### config.mk
export PLATFORM = sky130hd
export DESIGN_NAME = nibble_assembler
export DESIGN_NICKNAME = d
export VERILOG_FILES = /design/src/rtl/nibble_assembler_pkg.sv /design/src/rtl/nibble_out_slot.sv /design/src/rtl/nibble_assembler.sv
export SDC_FILE = /design/constraint.sdc
export NUM_CORES = 1
export LEC_CHECK = 0
export ABC_AREA = 1
export CAP_MARGIN = 0
export CORE_MARGIN = 3
export CORE_UTILIZATION = 61
export CTS_CLUSTER_DIAMETER = 150
export DETAILED_ROUTE_END_ITERATION = 8
export PLACE_DENSITY = 0.95
export SLEW_MARGIN = 25
export SYNTH_ARGS = -nofsm -noshare
export SYNTH_HDL_FRONTEND = slang
export SYNTH_HIERARCHICAL = 1
export SYNTH_SLANG_ARGS = --single-unit
### constraint.sdc
create_clock -name clk -period 5.94 [get_ports clk]
set_input_delay 1.188 -clock clk [delete_from_list [all_inputs] [get_ports clk]]
set_output_delay 1.188 -clock clk [all_outputs]
set_load 0.05 [all_outputs]
### src/rtl/nibble_assembler_pkg.sv
// Shared definitions for the nibble selector / assembler datapath.
package nibble_assembler_pkg;

    localparam int NIBBLE_W = 4;

    typedef enum logic {
        FILL = 1'b0,
        HOLD = 1'b1
    } asm_state_t;

endpackage

### src/rtl/nibble_out_slot.sv
// Single-entry valid/ready output register for assembled words.
// Optional word_parity port exists only when NIBBLE_ASSEMBLER_PARITY_EN is defined.
module nibble_out_slot #(
    parameter int WORD_W = 32,
    parameter int CNT_W  = 4
) (
    input  logic              clk,
    input  logic              reset_L,
    input  logic              load,
    input  logic [WORD_W-1:0] load_word,
    input  logic [CNT_W-1:0]  load_nibbles,
    input  logic              word_ready,
    output logic [WORD_W-1:0] word_out,
    output logic [CNT_W-1:0]  word_nibbles,
    output logic              word_valid,
`ifdef NIBBLE_ASSEMBLER_PARITY_EN
    output logic              word_parity,
`endif
    output logic              slot_free
);

    // Free when empty, or when the sink takes the current word this cycle.
    assign slot_free = !word_valid || word_ready;

    always_ff @(posedge clk or negedge reset_L) begin
        if (!reset_L) begin
            word_out     <= '0;
            word_nibbles <= '0;
            word_valid   <= 1'b0;
`ifdef NIBBLE_ASSEMBLER_PARITY_EN
            word_parity  <= 1'b0;
`endif
        end else if (load) begin
            word_out     <= load_word;
            word_nibbles <= load_nibbles;
            word_valid   <= 1'b1;
`ifdef NIBBLE_ASSEMBLER_PARITY_EN
            word_parity  <= ^load_word;
`endif
        end else if (word_ready) begin
            word_valid   <= 1'b0;
        end
    end

endmodule

### src/rtl/nibble_assembler.sv
// Packs a 4-bit nibble stream (first nibble in the LSBs) into NIBBLES-wide words,
// with flush support. Define NIBBLE_ASSEMBLER_PARITY_EN to add the word_parity port.
module nibble_assembler
    import nibble_assembler_pkg::*;
#(
    parameter  int NIBBLES = 8,
    localparam int WORD_W  = NIBBLE_W * NIBBLES,
    localparam int CNT_W   = $clog2(NIBBLES + 1)
) (
    input  logic                clk,
    input  logic                reset_L,
    input  logic [NIBBLE_W-1:0] nibble_in,
    input  logic                nibble_valid,
    output logic                nibble_ready,
    input  logic                flush,
    output logic [WORD_W-1:0]   word_out,
    output logic [CNT_W-1:0]    word_nibbles,
    output logic                word_valid,
`ifdef NIBBLE_ASSEMBLER_PARITY_EN
    output logic                word_parity,
`endif
    input  logic                word_ready
);

    asm_state_t        state, state_nxt;
    logic [WORD_W-1:0] acc, acc_nxt, acc_merged, load_word;
    logic [CNT_W-1:0]  cnt, cnt_nxt, eff_cnt, load_nibbles;
    logic              flush_pend, pend_nxt;
    logic              accept, complete, load, slot_free;

    assign accept   = nibble_valid && nibble_ready;
    assign eff_cnt  = cnt + CNT_W'(accept);
    assign complete = accept && (cnt == CNT_W'(NIBBLES - 1));

    always_comb begin
        acc_merged = acc;
        if (accept) begin
            for (int i = 0; i < NIBBLES; i++) begin
                if (cnt == CNT_W'(i)) acc_merged[i*NIBBLE_W +: NIBBLE_W] = nibble_in;
            end
        end
    end

    always_ff @(posedge clk or negedge reset_L) begin
        if (!reset_L) begin
            state      <= FILL;
            acc        <= '0;
            cnt        <= '0;
            flush_pend <= 1'b0;
        end else begin
            state      <= state_nxt;
            acc        <= acc_nxt;
            cnt        <= cnt_nxt;
            flush_pend <= pend_nxt;
        end
    end

    always_comb begin
        state_nxt    = state;
        acc_nxt      = acc;
        cnt_nxt      = cnt;
        pend_nxt     = flush_pend || flush;
        load         = 1'b0;
        load_word    = acc_merged;
        load_nibbles = eff_cnt;
        case (state)
            FILL: begin
                if (complete) begin
                    // A full word absorbs any flush arriving with its last nibble.
                    load_nibbles = CNT_W'(NIBBLES);
                    pend_nxt     = flush_pend;
                    if (slot_free) begin
                        load    = 1'b1;
                        acc_nxt = '0;
                        cnt_nxt = '0;
                    end else begin
                        acc_nxt   = acc_merged;
                        state_nxt = HOLD;
                    end
                end else if (flush_pend && (eff_cnt != '0)) begin
                    if (slot_free) begin
                        load     = 1'b1;
                        acc_nxt  = '0;
                        cnt_nxt  = '0;
                        pend_nxt = flush;
                    end else begin
                        acc_nxt = acc_merged;
                        cnt_nxt = eff_cnt;
                    end
                end else begin
                    acc_nxt  = acc_merged;
                    cnt_nxt  = eff_cnt;
                    pend_nxt = flush;
                end
            end
            HOLD: begin
                load_word    = acc;
                load_nibbles = CNT_W'(NIBBLES);
                if (slot_free) begin
                    load      = 1'b1;
                    acc_nxt   = '0;
                    cnt_nxt   = '0;
                    state_nxt = FILL;
                end
            end
            default: state_nxt = FILL;
        endcase
    end

    // Registered-only ready: a pending flush word blocks new nibbles until it leaves.
    always_comb begin
        nibble_ready = (state == FILL) && !(flush_pend && (cnt != '0));
    end

    nibble_out_slot #(
        .WORD_W (WORD_W),
        .CNT_W  (CNT_W)
    ) u_slot (
        .clk          (clk),
        .reset_L      (reset_L),
        .load         (load),
        .load_word    (load_word),
        .load_nibbles (load_nibbles),
        .word_ready   (word_ready),
        .word_out     (word_out),
        .word_nibbles (word_nibbles),
        .word_valid   (word_valid),
`ifdef NIBBLE_ASSEMBLER_PARITY_EN
        .word_parity  (word_parity),
`endif
        .slot_free    (slot_free)
    );

endmodule

======== Word level (Yosys, flattened, before mapping) ========
Cells that the tools add are included.
word-level totals
  bits in registers ....................... 75
  word-level logic and storage cells ...... 66
cells by class
  add/subtract/negate cells ............... 1
  equal/unequal tests ..................... 9
  multiplexer cells ....................... 35
  bitwise gates (word level) .............. 1
  reduce and logical (&&, ||, !) cells .... 13
operators by type and width
  operator                                             count
  two-way mux 32 bit                                   6
  one-hot mux 32 bit (2 select lines)                  1
  two-way mux 4 bit                                    13
  equality test 4 x 3 -> 1 bit, second input constant  4
  one-hot mux 4 bit (2 select lines)                   2
  two-way mux 1 bit                                    11
  equality test 4 x 2 -> 1 bit, second input constant  2
  nonzero test 4 bit                                   2
  logical AND 1 bit                                    5
  adder 4 x 1 -> 4 bit                                 1
  equality test 4 x 1 -> 1 bit, second input constant  1
  logical NOT 4 bit                                    1
  one-hot mux 1 bit (2 select lines)                   2
  logical NOT 1 bit                                    2
  logical OR 1 bit                                     2
  != test 2 x 1 -> 1 bit, second input constant        1
  != test 2 bit, second input constant                 1
  nonzero test 2 bit                                   1
  inverter 1 bit                                       1

======== Longest topological paths before layout ========
Gate-level depths: netlist (run 1).
  depth after elaboration ................. 12
  mapped depth ............................ 19

======== Cells and area by module ========
Netlist (run 1), hierarchy kept.
modules (own cells, without submodules)
  module            times used  cells each  area an instance (um^2)
  nibble_assembler  1           423         2605.0
  nibble_out_slot   1           156         1447.6

======== Worst setup path before layout (run 1) ========
Ideal clock, no wire load.
  path kind ............................... input to register
  from .................................... input nibble_valid
  to ...................................... register u_slot.word_out[19]
  setup time .............................. 119 ps
  arrival ................................. 2910 ps
  required time ........................... 5821 ps
  slack ................................... 2912 ps
  stages .................................. 16
  path buffers ............................ 3
  cell sequence ........................... clkbuf_1 nand3_1 inv_1 ha_1 ha_1 inv_1 nand2_1 and2_1 nand3_1 nand3_1 o21ai_0 buf_6 inv_8 buf_8 nand2_2 nand2_1
on the way
  longest elaborated chain between the ends .. 7
  elaborated cells on any way between the ends .. 10
  those cells by class .................... add/sub: 1; mux: 5; reduce/logical: 4
ends and longest elaborated chain
  element                               RTL line                source
  start, declared                       nibble_assembler.sv:13  input logic nibble_valid,
  logical AND 1 bit *                   nibble_assembler.sv:31  assign accept = nibble_valid && nibble_ready;
  adder 4 x 1 -> 4 bit                  nibble_assembler.sv:32  assign eff_cnt = cnt + CNT_W'(accept);
  nonzero test 4 bit                    nibble_assembler.sv:80  end else if (flush_pend && (eff_cnt != '0)) begin
  logical AND 1 bit                     nibble_assembler.sv:80
  two-way mux 1 bit                     nibble_assembler.sv:80
  two-way mux 1 bit *                   nibble_assembler.sv:68  if (complete) begin
  one-hot mux 1 bit (2 select lines) *  nibble_assembler.sv:66  case (state)
  named net load                        nibble_assembler.sv:29  logic accept, complete, load, slot_free;
  end signal, assigned                  nibble_out_slot.sv:34   word_out <= load_word;
  end, declared                         nibble_out_slot.sv:13   output logic [WORD_W-1:0] word_out,
Mark *: on every way through the listed nets, which the timed path passes. The rest lies on a longest branch.
A chain may end at the register's enable or synchronous reset.

======== Worst setup path after layout (run 1) ========
  from .................................... input nibble_valid
  to ...................................... register acc[1]
on the way
  longest elaborated chain between the ends .. 7
  elaborated cells on any way between the ends .. 10
  those cells by class .................... add/sub: 1; mux: 5; reduce/logical: 4
ends and longest elaborated chain
  element                                RTL line                source
  logical AND 1 bit *                    nibble_assembler.sv:31
  adder 4 x 1 -> 4 bit                   nibble_assembler.sv:32
  nonzero test 4 bit                     nibble_assembler.sv:80
  logical AND 1 bit                      nibble_assembler.sv:80
  two-way mux 32 bit                     nibble_assembler.sv:80
  two-way mux 32 bit *                   nibble_assembler.sv:68
  one-hot mux 32 bit (2 select lines) *  nibble_assembler.sv:66
  end signal, assigned                   nibble_assembler.sv:52  acc <= acc_nxt;
  end, declared                          nibble_assembler.sv:26  logic [WORD_W-1:0] acc, acc_nxt, acc_merged, load_word;
Every way passes the cells marked *; elsewhere a longest branch is shown, timed or not.

==> results of run 1 <==
-- cell usage after synthesis (all sizes together) --
library cell	n	share of area, %
dfrtp	75	46
o22ai	32	4.9
nand3	6	0.74
inv	47	4.5
clkbuf	4	0.37
buf	23	4.1
and2	1	0.15
o21ai	6	0.74
nor2	82	7.8
nand4	10	1.7
a21boi	1	0.19
a21oi	2	0.25
ha	2	0.62
nand2	288	27
-- worst register-to-register path, cell delays in order (launching register included) --
cell and delay [ns]:
dfrtp_1 0.43, inv_4 0.53, nand3_1 0.17, inv_1 0.09
ha_1 0.18, ha_1 0.25, nor2_1 0.15, nand3_1 0.09
o21ai_0 0.20, nor2_1 0.09, nor2_4 0.62, nand2_1 0.16
nand2_1 0.11
-- cells by family after synthesis --
group / after synthesis
AOI/OAI and AO/OA: 41
adders and majority gates: 2
buffers and inverters: 74
DFF: 75
and+or+nand+nor: 387
-- through the flow --
stage                     util (%)  std cells  setup slack [ns]  cell area, um^2  power [mW]
after floorplan                  -        579             2.912             4053       1.691
after global placement       69.65        678             2.130             4448       1.922
after detailed placement     69.69        678             2.080             4451       1.973
after CTS                    73.08        694             2.405             4667       2.411
after global routing         73.39        695             2.130             4687       2.595
final                        73.39        695             2.315             4687       2.419
-- sequential cells by signal, indices dropped and copies added, names as in the netlist --
signal and count:
cnt 4, u_slot/word_nibbles 4, u_slot/word_valid 1, u_slot/word_out 32, acc 32, state 1
flush_pend 1
-- cell usage in the layout, fill, tap and decap left out, types with 2 or more instances in the layout --
cell and n:
o22ai_1 32, nor2_1 80, o21ai_1 4, nand4_1 9, bufinv_16 2, nand2_2 10, a21oi_1 2, nand3_1 6
clkbuf_8 9, clkinvlp_4 2, nand2_1 277, dfrtp_1 75, buf_4 3, ha_1 2, clkdlybuf4s50_1 45, inv_1 45
-- layer usage --
metal / wire length (um) / track usage, % / vias to the layer above
met3: 632 / 4.730 / 36
li1: - / - / 1855
met5: 0 / 0 / -
met2: 4778 / 45.96 / 172
met4: 296 / 13.11 / 0
met1: 3907 / 33.95 / 1752
-- worst paths after layout --
kind / endpoint / slack (ns) / depth (start not counted)
min reg2reg: u_slot/word_out[13] / 0.47 / 2
max reg2reg: acc[1] / 2.80 / 12
max in group asynchronous: u_slot/word_out[28] / 4.52 / 3
min in group asynchronous: u_slot/word_out[10] / 0.84 / 2
max: acc[1] / 2.31 / 12
min: u_slot/word_out[13] / 0.47 / 2
-- cell type report --
type / instances / area (um^2)
clock buffers: 10 / 127.6
flip-flops and latches: 75 / 1877
fillers: 483 / 1699
well taps: 77 / 96.34
inverters: 47 / 186.4
multi-input cells: 430 / 1813
clock inverters: 6 / 88.84
repair buffers: 50 / 498.0
-- where the power goes --
group          switching (mW)  internal, mW  total [mW]
Clock                   0.198         0.237       0.435
Combinational           0.857         0.359        1.22
Sequential             0.0968         0.671       0.767
Total                    1.15          1.27        2.42
==> summary.md, run 1 <==
| Metric | Value |
|---|---|
| Status | finished clean |
| Num CTS Buffers | 9 |
| Largest family of logic cells by synthesized area | simple AND/OR/NAND/NOR gates |
| Fin. max-slew vios | 0 |
| Synthesized area per cell | 6.999 um^2 |
| CP peak stage delay | 0.65 ns |
| Final wirelength | approximately 9600 um |
| Hold slack final | 0.4749 ns |
| Post_cts resized | 0 |
| Vias | 3815 |
| Critical Path RT | roughly 6.2 ns |
| Tcrit/Tclk final | between 60% and 70% |
| Clock sinks | 75 |
| DRC viols | 0 |
| Maximum clock rate | about 0.28 GHz |
| CP startpoint | nibble_valid |
| Total power divided by cell area | between 500 and 600 mW/mm^2 |
| Hold Path Class | reg2reg |
| WP data arrival | 3.91 ns |
| Tot GR Track Use | a little over a quarter |
| First-pass GRT wire length | about 16000 um |
| Synth Warn # | 6 |
| Post-CTS Hold Buffers | 0 |
| Top-level I/O count | 47 |
| Post-Synth Simple-Gate Area | between 30 and 40% |
| Worst ir drop on vdd | between 0.3 and 0.4 mV |
| Placeable Area | 0.006386 mm^2 |
| Die width | around 88 um |
| Skew-Pair Late Insertion Delay | 0.35 ns |
| PortBufs | 46 |
| Drt via density | between 5 and 6 |
| Setup violations, final | 0 |
| Crit Path Class | in2reg |
| Die Ht | between 80 and 90 um |
| H-tree depth | 3 |
| Setup repair after global routing missed its margin | false |
| Fin crit period | ~3.6 ns |
| Synth Register Bits | 75 |
| Setup bufs post-CTS | 0 |
| Xor/xnor share of the synthesized area | 0% |
| Delay-heaviest family, CP | simple AND/OR/NAND/NOR gates |
| Initial antenna violation count | 0 |
| TNS Setup | 0 ns |
| Clk buf depth | 2 |
| GP Congestion | 0.8915 |
| Syn Inst Count | 579 |
| Ant diodes | 0 |
| CP Buf/Inv Count | 2 |
| Vias in the first global route | roughly 3700 |
| Initial Util | a little under two thirds |
| Final Hold Vio Count | 0 |
| Count of different cell masters after synthesis | 25 |
| Initial drt markers | between 300 and 400 |
| CP max FO | 32 |
| Min-delay src | u_slot/word_out[13] |
| TritonCTS clock tree | built |
| MaxCap Viol Count | 0 |
| Clk root buf | clkbuf_8 |
| Pin slew with the least headroom to its limit | around 0.8 ns |
| Crit path cell chain | clkdlybuf4s50_1, nand3_1, inv_1, ha_1, ha_1, nor2_1, nand3_1, o21ai_0, nor2_1, nor2_4, nand2_1, nand2_1 |
| Global route total overflow | 0 |
| Final #Nets | 624 |
| Syn Nets | between 500 and 600 |
| Post-synthesis mux area share | 0% |
| Routed len/inst | roughly 14 um |
| Die area | 0.007658 mm^2 |
| Seq/Total Area, Yosys | between 40 and 50% |
| Worst r2r src | state |
| CP Launch Type | input port |
| Layout area overhead | 15.65% |
| Setup crit end kind | flop |
| DR pass1 iterations | 5 |
| Detail Route Antenna Nets | 0 |
| Mapped Area | around 0.0041 mm^2 |
| Hpwl dp | between 6000 and 7000 um |
| Largest net degree at the start of global routing | 77 |
| Clock transition at the registers of the reported paths | approximately 0.08 ns |
| Post-synthesis adder-cell area fraction | 0.6175% |
| Slew HR | around 47% |
| Slowest stage cell, crit path | clkdlybuf4s50_1 |
| Compound-Gate Fraction of Synth Area | roughly 6.1% |
| Leak Pwr | 2.612 nW |
| Layout cell share with drive strength beyond 1 | 5.987% |
| Clk_skew | between 0.01 and 0.015 ns |
| Row count | 29 |
No activity file was read; power rests on OpenSTA's default activity.
==> inputs of run 2 (changes only) <==
Settings changed: CORE_UTILIZATION 61 to 51, PLACE_DENSITY 0.95 to 0.89.
Clock period 5.94 ns to 3.3 ns, I/O delays scaled along.
==> summary.md, run 2 (synthesis gave the netlist of run 1 again) <==
| Metric | Value |
|---|---|
| Status | finished clean (unchanged) |
| Top-level I/O count | 47 (unchanged) |
| Die width | 95.14 um (was 87.51 um) |
| Clk root buf | clkbuf_8 (unchanged) |
| Pin slew with the least headroom to its limit | 0.9487 ns (was 0.7987 ns) |
| Leading cell type in the layout, fill and taps excluded | nand2_1 (unchanged) |
| Post-route cell area | 0.004761 mm^2 (was 0.004687 mm^2) |
| Clock transition at the registers of the reported paths | 0.07 ns (was 0.08 ns) |
| Most frequent cells in the layout | nand2_1 (277), nor2_1 (80), dfrtp_1 (75), inv_1 (45), clkdlybuf4s50_1 (45) (unchanged) |
| PortBufs | 46 (unchanged) |
| Global route total overflow | 0 (unchanged) |
| Tcrit/Tclk final | between 80 and 90% |
| Final Power | 4.427 mW (was 2.419 mW) |
| Slowest stage cell, crit path | dfrtp_1 (was clkdlybuf4s50_1) |
| Total power divided by cell area | 929.9 mW/mm^2 (was 516.1 mW/mm^2) |
| Clk_skew | 0.006241 ns (was 0.01258 ns) |
| CP Buf/Inv Count | 3 (was 2) |
| Clock sinks | 75 (unchanged) |
| Clk buf depth | 2 (unchanged) |
| Worst ir drop on vdd | 0.4151 mV (was 0.3369 mV) |
| Delay-heaviest family, CP | simple AND/OR/NAND/NOR gates (unchanged) |
| Placed cell areas | 0.004533 mm^2 (was 0.004451 mm^2) |
| Maximum clock rate | 0.3498 GHz |
| Post-CTS Hold Buffers | 0 (unchanged) |
| # fillers | 632 (was 483) |
| Die Ht | 95.14 um (was 87.51 um) |
| TNS Setup | 0 ns (unchanged) |
| Hpwl dp | 6208 um (was 6197 um) |
| CP Launch Type | flop (was input port) |
| Final #Nets | 629 (was 624) |
| Setup repair after global routing missed its margin | false (unchanged) |
| Drt via density | 5.303 (was 5.489) |
| Final wirelength | 9557 um (was 9615 um) |
| Fin. max-slew vios | 0 (unchanged) |
| Initial antenna violation count | 0 (unchanged) |
| Hold slack final | 0.4724 ns (was 0.4749 ns) |
| Most used cell, CP | nand2_1 |
| Crit path cell chain | nor2_1, nand2_1, nand2_2, nand3_1, inv_1, ha_1, ha_1, inv_1, nand2_1, and2_1, nand3_1, nand3_1, o21ai_2, inv_8, nand2_1, nand2_1 (was clkdlybuf4s50_1, nand3_1, inv_1, ha_1, ha_1, nor2_1, nand3_1, o21ai_0, nor2_1, nor2_4, nand2_1, nand2_1) |
| Hold Path Class | reg2reg (unchanged) |
| Final Hold Vio Count | 0 (unchanged) |
| Skew-Pair Late Insertion Delay | 0.35 ns (about the same) |
| Die area | 0.009052 mm^2 (was 0.007658 mm^2) |
| DRC viols | 0 (unchanged) |
| Layout area overhead | 17.47% (was 15.65%) |
| Setup violations, final | 0 (unchanged) |
| MaxCap Viol Count | 0 (unchanged) |
| CP max FO | 37 (was 32) |
| R2R Setup Slk | 0.44 ns (was 2.80 ns) |
| Tot GR Track Use | 23.29% (was 27.26%) |
| Setup bufs post-CTS | 0 (unchanged) |
| Detail Route Antenna Nets | 0 (unchanged) |
| CP peak stage delay | 0.46 ns (was 0.65 ns) |
| WP data arrival | 3.09 ns (was 3.91 ns) |
| TritonCTS clock tree | built (unchanged) |
| Num CTS Buffers | 9 (unchanged) |
| Critical Path RT | 3.54 ns (was 6.22 ns) |
| Layout cell share with drive strength beyond 1 | 6.742% (was 5.987%) |
| Ant diodes | 0 (unchanged) |
| Post_cts resized | 0 (unchanged) |
| Crit Path Class | reg2reg (was in2reg) |
| Routed len/inst | 13.24 um (was 13.83 um) |
| Placeable Area | 0.007486 mm^2 (was 0.006386 mm^2) |
| First-pass GRT wire length | 16500 um (was 16420 um) |
| Initial drt markers | 270 (was 367) |
| Initial Util | 54.14% (was 63.46%) |
| GP Congestion | 0.9519 (was 0.8915) |
| Row count | 31 (was 29) |
| DR pass1 iterations | 5 (unchanged) |
| H-tree depth | 3 (unchanged) |
| Setup crit end kind | flop (unchanged) |
| Slew HR | 36.76% (was 46.63%) |
| Top Registers | acc: 32 flops, u_slot/word_out: 32 flops (unchanged) |
| Leak Pwr | 2.644 nW (was 2.612 nW) |
| Vias | 3829 (was 3815) |
| Fin crit period | between 2 and 3 ns |
| Vias in the first global route | 3668 (was 3673) |
| Largest net degree at the start of global routing | 76 (was 77) |
==> run 2: routing by layer <==
metal / up-vias / part of all wire (%) / GRT usage, %
li1: 1861 / - / -
met1: 1805 / 43 / 29.44
met2: 142 / 48 / 39.53
met3: 21 / 6.3 / 3.473
met4: 0 / 2.4 / 10.22
met5: - / 0 / 0
==> run 2: worst paths after layout <==
path,startpoint,end,cells past startpoint
setup / recovery,cnt[1],u_slot/word_nibbles[3],16
max in group asynchronous,reset_L,acc[30],2
min in group asynchronous,reset_L,u_slot/word_out[25],2
setup reg to reg,cnt[1],u_slot/word_nibbles[3],16
hold / removal,u_slot/word_out[2],u_slot/word_out[2],2
hold reg to reg,u_slot/word_out[2],u_slot/word_out[2],2
==> run 2: final cells by class <==
class,count,area (um^2),share of cell area [%]
sequential,75,1877,39.42
multi-input combinational,430,1813,38.08
timing repair buffer,55,535.5,11.25
clock inverter,4,72.57,1.524
inverter,47,183.9,3.863
clock buffer,12,155.1,3.259
tap,99,123.9,2.602
==> run 2: through the flow <==
stage | utilization [%] | setup WS, ns | std cells
after floorplan | - | 0.6840 | 579
after global placement | 60.55 | 0.3417 | 706
after detailed placement | 60.55 | 0.1982 | 706
after CTS | 63.60 | 0.4664 | 722
after global routing | 63.60 | 0.2057 | 722
final | 63.60 | 0.4410 | 722
==> run 2: tightest hold or removal path: stages, from the launching register on <==
cell     delay (ns)
dfrtp_1        0.34
nand2_1        0.06
nand2_1        0.05
==> run 2: report_power, final <==
part	total [mW]	switching, mW	leakage [nW]	internal [mW]
logic	2.25	1.56	1.52	0.690
clock network	0.805	0.338	0.113	0.466
registers	1.37	0.166	1.01	1.21
total	4.43	2.06	2.64	2.36
==> inputs of run 3 (changes only) <==
Settings changed: TNS_END_PERCENT set to 30.
==> results of run 3 <==
Final layout, timing and power as in run 2 (identical DEF).
